--- config.mk ---
export PLATFORM = sky130hd
export DESIGN_NAME = bus_arbiter
export DESIGN_NICKNAME = d
export VERILOG_FILES = /design/src/rtl/arb_pkg.sv /design/src/rtl/arb_strobe_timer.sv /design/src/rtl/bus_arbiter.sv
export SDC_FILE = /design/constraint.sdc
export NUM_CORES = 1
export LEC_CHECK = 0
export ABC_CLOCK_PERIOD_IN_PS = 1500
export CAP_MARGIN = 20
export CORE_ASPECT_RATIO = 0.8
export CORE_UTILIZATION = 28
export CTS_BUF_LIST = sky130_fd_sc_hd__clkbuf_4 sky130_fd_sc_hd__clkbuf_8 sky130_fd_sc_hd__clkbuf_16
export CTS_CLUSTER_SIZE = 8
export DETAILED_ROUTE_END_ITERATION = 8
export GPL_TIMING_DRIVEN = 0
export PLACE_DENSITY_LB_ADDON = 0.1
export SLEW_MARGIN = 20
export SYNTH_ARGS = -nofsm -noshare
export SYNTH_HDL_FRONTEND = slang
export SYNTH_SLANG_ARGS = --single-unit
--- constraint.sdc ---
create_clock -name CLK -period 1.5 [get_ports CLK]
set_input_delay 0.3 -clock CLK [delete_from_list [all_inputs] [get_ports CLK]]
set_output_delay 0.3 -clock CLK [all_outputs]
set_load 0.03 [all_outputs]
--- src/rtl/arb_pkg.sv ---
// Shared definitions for the bus arbiter slice.
// Holds the arbiter state encoding and the widths of the strobe and burst
// counters, so the top level and the strobe timer agree on them.
package arb_pkg;

  // Who owns the memory bus, and which phase a host transfer is in
  typedef enum logic [1:0] {
    ST_CORE    = 2'd0,
    ST_SETUP   = 2'd1,
    ST_STROBE  = 2'd2,
    ST_RECOVER = 2'd3
  } arb_state_e;

  localparam int STROBE_CNT_W = 4;
  localparam int BURST_CNT_W  = 4;

endpackage

--- src/rtl/arb_strobe_timer.sv ---
// Loadable down-counter that times the host strobe-low window.
// Ports:
//   clk_i      - clock, rising edge
//   rst_i      - synchronous active-high reset (count returns to 0)
//   load_i     - load load_val_i (takes priority over dec_i)
//   load_val_i - value to load
//   dec_i      - decrement by one, saturating at 0
//   tc_o       - terminal count: the registered count is 0
module arb_strobe_timer
  import arb_pkg::*;
(
  input  logic                    clk_i,
  input  logic                    rst_i,
  input  logic                    load_i,
  input  logic [STROBE_CNT_W-1:0] load_val_i,
  input  logic                    dec_i,
  output logic                    tc_o
);

  logic [STROBE_CNT_W-1:0] cnt_q;

  // Count register: load, decrement or hold
  always_ff @(posedge clk_i) begin
    if (rst_i) begin
      cnt_q <= {STROBE_CNT_W{1'b0}};
    end else if (load_i) begin
      cnt_q <= load_val_i;
    end else if (dec_i && (cnt_q != {STROBE_CNT_W{1'b0}})) begin
      cnt_q <= cnt_q - STROBE_CNT_W'(1);
    end else begin
      cnt_q <= cnt_q;
    end
  end

  assign tc_o = (cnt_q == {STROBE_CNT_W{1'b0}});

endmodule

--- src/rtl/bus_arbiter.sv ---
// Shares the external 16-bit memory bus between the CPU core and a host
// requester. The core is only stalled at an instruction boundary (COMMIT);
// the host then gets a SETUP / STROBE(xSTROBE_CYCLES) / RECOVER transfer.
// While the core owns the bus, MEM_* is a combinational copy of CORE_*.
//
// Optional feature: define HOST_BURST_EN to let the host chain up to
// MAX_BURST transfers under a single CORE_HOLD assertion. Without it every
// grant carries exactly one transfer.
//
// Ports:
//   CLK, RESET          - clock and synchronous active-high reset
//   COMMIT              - core is in its last instruction phase
//   CORE_*              - core bus pins (address, write data, strobes, OEN)
//   CORE_HOLD           - registered core stall while the host owns the bus
//   HOST_REQ/WR/BEN     - host request level, direction, byte enables
//   HOST_ADDR/DOUT      - host address and write data
//   HOST_ACK            - one-cycle completion pulse (RECOVER cycle)
//   HOST_DIN            - read data, held until the next ACK
//   MEM_DIN             - memory read data
//   MEM_*               - muxed physical bus
module bus_arbiter
  import arb_pkg::*;
#(
  parameter int STROBE_CYCLES = 2,
  parameter int MAX_BURST     = 4
) (
  input  logic        CLK,
  input  logic        RESET,
  input  logic        COMMIT,
  input  logic [15:0] CORE_ADDR,
  input  logic [15:0] CORE_DOUT,
  input  logic        CORE_RDN,
  input  logic        CORE_WRN0,
  input  logic        CORE_WRN1,
  input  logic        CORE_DBUS_OEN,
  output logic        CORE_HOLD,
  input  logic        HOST_REQ,
  input  logic        HOST_WR,
  input  logic [1:0]  HOST_BEN,
  input  logic [15:0] HOST_ADDR,
  input  logic [15:0] HOST_DOUT,
  output logic        HOST_ACK,
  output logic [15:0] HOST_DIN,
  input  logic [15:0] MEM_DIN,
  output logic [15:0] MEM_ADDR,
  output logic [15:0] MEM_DOUT,
  output logic        MEM_RDN,
  output logic        MEM_WRN0,
  output logic        MEM_WRN1,
  output logic        MEM_DBUS_OEN
);

  // Elaboration-time guard on the legal parameter ranges
  if (STROBE_CYCLES < 1 || STROBE_CYCLES > 15 || MAX_BURST < 1 || MAX_BURST > 16) begin : g_bad_cfg
    $error("bus_arbiter: STROBE_CYCLES must be 1..15 and MAX_BURST 1..16");
  end

  localparam logic [STROBE_CNT_W-1:0] STROBE_LOAD = STROBE_CNT_W'(STROBE_CYCLES - 1);

  arb_state_e  state_q, state_d;
  logic        hold_q, hold_d;
  logic        ack_q, ack_d;
  logic [15:0] din_q, din_d;
  // Host request captured on every entry to SETUP so the bus stays stable
  logic [15:0] h_addr_q, h_addr_d;
  logic [15:0] h_dout_q, h_dout_d;
  logic        h_wr_q, h_wr_d;
  logic [1:0]  h_ben_q, h_ben_d;
  logic        tmr_load_s, tmr_dec_s, tmr_tc_s;
`ifdef HOST_BURST_EN
  localparam logic [BURST_CNT_W-1:0] BURST_LAST = BURST_CNT_W'(MAX_BURST - 1);
  logic [BURST_CNT_W-1:0] burst_q, burst_d;
`endif

  arb_strobe_timer u_strobe_timer (
    .clk_i      (CLK),
    .rst_i      (RESET),
    .load_i     (tmr_load_s),
    .load_val_i (STROBE_LOAD),
    .dec_i      (tmr_dec_s),
    .tc_o       (tmr_tc_s)
  );

  // Next-state logic for the ownership FSM and its registered outputs
  always_comb begin
    state_d    = state_q;
    hold_d     = hold_q;
    ack_d      = 1'b0;
    din_d      = din_q;
    h_addr_d   = h_addr_q;
    h_dout_d   = h_dout_q;
    h_wr_d     = h_wr_q;
    h_ben_d    = h_ben_q;
    tmr_load_s = 1'b0;
    tmr_dec_s  = 1'b0;
`ifdef HOST_BURST_EN
    burst_d    = burst_q;
`endif
    case (state_q)
      ST_CORE: begin
        // Grant only at an instruction boundary; no mid-instruction preemption
        if (HOST_REQ && COMMIT) begin
          state_d  = ST_SETUP;
          hold_d   = 1'b1;
          h_addr_d = HOST_ADDR;
          h_dout_d = HOST_DOUT;
          h_wr_d   = HOST_WR;
          h_ben_d  = HOST_BEN;
`ifdef HOST_BURST_EN
          burst_d  = {BURST_CNT_W{1'b0}};
`endif
        end else begin
          hold_d = 1'b0;
        end
      end
      ST_SETUP: begin
        tmr_load_s = 1'b1;
        state_d    = ST_STROBE;
      end
      ST_STROBE: begin
        if (tmr_tc_s) begin
          // Last strobe cycle: sample read data and flag ACK for RECOVER
          state_d = ST_RECOVER;
          ack_d   = 1'b1;
          if (!h_wr_q) begin
            din_d = MEM_DIN;
          end else begin
            din_d = din_q;
          end
        end else begin
          tmr_dec_s = 1'b1;
        end
      end
      ST_RECOVER: begin
`ifdef HOST_BURST_EN
        if (HOST_REQ && (burst_q < BURST_LAST)) begin
          state_d  = ST_SETUP;
          h_addr_d = HOST_ADDR;
          h_dout_d = HOST_DOUT;
          h_wr_d   = HOST_WR;
          h_ben_d  = HOST_BEN;
          burst_d  = burst_q + BURST_CNT_W'(1);
        end else begin
          state_d = ST_CORE;
          hold_d  = 1'b0;
        end
`else
        state_d = ST_CORE;
        hold_d  = 1'b0;
`endif
      end
      default: begin
        state_d = ST_CORE;
        hold_d  = 1'b0;
      end
    endcase
  end

  // State and output registers; reset aborts any transfer without an ACK
  always_ff @(posedge CLK) begin
    if (RESET) begin
      state_q  <= ST_CORE;
      hold_q   <= 1'b0;
      ack_q    <= 1'b0;
      din_q    <= 16'h0000;
      h_addr_q <= 16'h0000;
      h_dout_q <= 16'h0000;
      h_wr_q   <= 1'b0;
      h_ben_q  <= 2'b00;
`ifdef HOST_BURST_EN
      burst_q  <= {BURST_CNT_W{1'b0}};
`endif
    end else begin
      state_q  <= state_d;
      hold_q   <= hold_d;
      ack_q    <= ack_d;
      din_q    <= din_d;
      h_addr_q <= h_addr_d;
      h_dout_q <= h_dout_d;
      h_wr_q   <= h_wr_d;
      h_ben_q  <= h_ben_d;
`ifdef HOST_BURST_EN
      burst_q  <= burst_d;
`endif
    end
  end

  // Bus mux: strobes depend only on registered state, so ownership changes
  // happen while SETUP/RECOVER hold every strobe high
  always_comb begin
    MEM_ADDR     = CORE_ADDR;
    MEM_DOUT     = CORE_DOUT;
    MEM_RDN      = CORE_RDN;
    MEM_WRN0     = CORE_WRN0;
    MEM_WRN1     = CORE_WRN1;
    MEM_DBUS_OEN = CORE_DBUS_OEN;
    case (state_q)
      ST_CORE: begin
        MEM_ADDR = CORE_ADDR;
      end
      ST_SETUP, ST_RECOVER: begin
        MEM_ADDR     = h_addr_q;
        MEM_DOUT     = h_dout_q;
        MEM_RDN      = 1'b1;
        MEM_WRN0     = 1'b1;
        MEM_WRN1     = 1'b1;
        MEM_DBUS_OEN = ~h_wr_q;
      end
      ST_STROBE: begin
        MEM_ADDR     = h_addr_q;
        MEM_DOUT     = h_dout_q;
        MEM_RDN      = h_wr_q;
        MEM_WRN0     = ~(h_wr_q & h_ben_q[0]);
        MEM_WRN1     = ~(h_wr_q & h_ben_q[1]);
        MEM_DBUS_OEN = ~h_wr_q;
      end
      default: begin
        MEM_ADDR = CORE_ADDR;
      end
    endcase
  end

  assign CORE_HOLD = hold_q;
  assign HOST_ACK  = ack_q;
  assign HOST_DIN  = din_q;

endmodule

==> results.md <==
Floorplanning
• **die outline area** 0.0102 mm2
• **Horiz. Die Dim** 112 um
• **vertical extent of the die** 90.3 um
• **Starting Density** 0.295
• **top-level I/O count** 145
• **standard cell core area** 0.00927 mm2
• **FP Rows** 31

Clock network
• **maximum level of the CTS H-tree** 3
• **clock tree from TritonCTS** built
• **number of sinks driven by the clock tree** 59
• **total CTS buffers** 9
• **register clock-pin slew on the reported worst setup and hold paths** 50 ps
• **later-pin clock latency in the skew report** 320 ps
• **buffer levels on the longest clock path** 2
• **root buffer cell** clkbuf_16
• **number of buffers inserted by hold repair at cts** 0

Layout
• **area used by sequential logic in the layout** 0.00119 mm2
• **synthesis-to-layout area growth** 106%
• **# fillers** 813
• **net count of the finished layout** 597
• **Final Instance Count excl. Fillers** 620
• **post-layout utilization of the core** 0.607
• **share of cells above drive strength 1** 0.434
• **number of antenna cells inserted** 0
• **multi-input gate area in the final layout** 0.00195 mm2

Placement
• **total of buffers placed on input and output ports** 144
• **RePlAce Congestion** 0.754
• **HPWL after detailed placement** 6240 um
• **Placed Cells** 585

Synth
• **proportion of register bits with asynchronous set or reset after synthesis** 0
• **Synth Area in Compound Gates** 0.164
• **sequential cell area fraction in the yosys report** 0.433
• **Synth Area in XOR/XNOR** 0.00321
• **Yosys reg bits** 59
• **most numerous cell types in the synthesized netlist** nand2_1 (79), dfxtp_1 (59), a21oi_1 (56)
• **primary flip-flop cell chosen by synthesis mapping** dfxtp_1
• **number of warnings reported in the yosys synthesis log** 0
• **main area contributors after synthesis** dfxtp_1 (43%), mux2_2 (13%), nand2_1 (11%)
• **cell with the most instances after synthesis** nand2_1
• **area share of the largest cell type after synthesis** 0.433
• **area share of and/or/nand/nor cells after synthesis** 0.178
• **post-synth design cell area** 0.00273 mm2
• **number of enable-type register cells in the synthesized netlist** 0
• **total nets after synthesis** 423
• **main combinational cell family by area after synthesis** simple AND/OR/NAND/NOR gates
• **post-synthesis share of cell area spent on full adders, half adders and majority gates** 0.0275
• **cell accounting for the most synthesized area** dfxtp_1
• **Cells after Synth** 326
• **multiplexer share of the synthesized area** 0.136
• **Unique masters post-synth** 32
• **synthesized area per cell** 8.37 um2

Setup path
• **signal arrival time at the worst endpoint** 1630 ps
• **worst setup path class** reg2out
• **crit path launch type** register
• **worst path required time** 1200 ps
• **critical path endpoint category** output port
• **largest fanout of any net on the critical path** 6

Power and ir drop
• **total power divided by cell area** 1870 mW/mm2
• **reported leakage power** 2.48 nW
• **Overall Power** 10.5 mW
• **VDD IR-drop max** 0.804 mV

Routing
• **first-pass detailed-route iteration total** 4
• **Iteration-0 DRC Markers** 55
• **final routed wire length divided by cell count** 15.9 um
• **total routed wirelength** 9830 um
• **remaining routing DRC violations** 0
• **Routed Antenna Nets** 0
• **detail-routed via count per cell** 4.78
• **total via count in the routed design** 2963

Global route
• **global route overflow** 0
• **number of global-route vias before repair** 2876
• **first-pass GRT wire length** 14200 um
• **number of antenna violations at the first check in global routing** 0
• **pin count of the biggest net entering global routing** 11
• **overall routing resource usage** 0.180

STA
• **Worst Slack Setup Final** -432 ps
• **Max Clock Skew** 5.84 ps
• **endpoints failing hold** 0
• **Setup violations, final** 86
• **maximum achievable frequency** 518 MHz
• **unrepaired setup endpoints after global routing** yes
• **Final min period** 1930 ps
• **normalized max-slew margin** 0.761
• **Slew Viols, Final** 0
• **share of the clock period used by the worst path after layout** 1.29
• **transition at the pin with the smallest max-transition slack** 358 ps

Job
• **max capacitance violation total** 0

Outcome
• **failing checks** negative setup slack
• **status** finished, violations left

Min path
• **worst hold path class** reg2reg

per-stage QoR:
step	hold slack, ps	TNS, ps	instance area (um2)	setup slack (ps)
6_report	454	-19350	5630	-432
5_1_grt	477	-23930	5630	-512
2_1_floorplan	434	-722	2840	-24.1
3_5_place_dp	447	-43530	4420	-671
4_1_cts	455	-15780	5020	-450
3_3_place_gp	440	-42370	4420	-668
worst paths after layout:
check                   from      endpoint  slack, ps  cells after the start
setup / recovery  state_q[1]       MEM_RDN       -430                      5
setup reg to reg  state_q[1]  h_addr_q[14]       -150                      9
hold / removal    h_ben_q[1]    h_ben_q[1]        450                      2
hold reg to reg   h_ben_q[1]    h_ben_q[1]        450                      2
power breakdown:
| part | switching [mW] | internal, mW | total [mW] |
|---|---|---|---|
| clock | 0.726 | 1.56 | 2.29 |
| sequential | 0.152 | 1.81 | 1.96 |
| combinational | 3.10 | 3.16 | 6.27 |
| total | 3.98 | 6.53 | 10.5 |
critical path, cell delays in order, from the launching register on:
cell and delay, ps:
dfxtp_4 370, inv_4 40, ha_1 290, a2111oi_4 380, a21oi_2 50, buf_2 180
cell type report:
type | instances | area share
Clock buffer | 12 | 0.0463
Buffer | 25 | 0.0543
Inverter | 7 | 0.00556
Clock inverter | 4 | 0.0129
Sequential cell | 59 | 0.211
Tap cell | 115 | 0.0256
Multi-Input combinational cell | 234 | 0.347
Timing Repair Buffer | 164 | 0.298
routing by layer:
layer | wire (um) | vias up | GRT usage
met5 | 0 | - | 0
met4 | 147 | 0 | 0.0589
met3 | 507 | 13 | 0.0483
met2 | 4870 | 91 | 0.297
met1 | 4310 | 1386 | 0.229
li1 | - | 1473 | -
placed cells by master (no fill, tap or decap), types with 3 or more instances in the layout:
cell	count
buf_6	45
a21oi_1	24
dfxtp_2	3
clkdlybuf4s50_1	90
dfxtp_1	55
nand2_1	49
clkbuf_16	12
clkbuf_8	3
mux2_4	32
clkbuf_4	3
o21ai_0	7
buf_2	4
dlygate4sd2_1	18
o21ai_1	6
o21ai_2	5
nand2_2	7
or3_1	3
buf_8	3
nand3_1	17
inv_1	3
a21oi_2	30
buf_12	7
buf_4	10
clkbuf_2	6
nand2_4	23
state kept, by name, summed over array words and instances, names as in the netlist:
name	flops
u_strobe_timer.cnt_q	4
h_dout_q	16
state_q	2
h_addr_q	16
CORE_HOLD	1
HOST_ACK	1
h_wr_q	1
h_ben_q	2
HOST_DIN	16
cell families after synthesis:
kind of cell    after synthesis
buf+inv                      33
compound gates               81
fa+ha+maj                     6
flops                        59
simple gates                113
xor+xnor                      1
mux                          33
timing repair:
item                                    in CTS  in global routing
endpoints found under the hold margin        0                  0
pin swaps                                    4                 50
gates cloned                                 3                  4
setup buffers                                7                  6
gates resized for setup                    326                139
endpoints found under the setup margin     106                 86
Power figures use the tool's default switching activity.
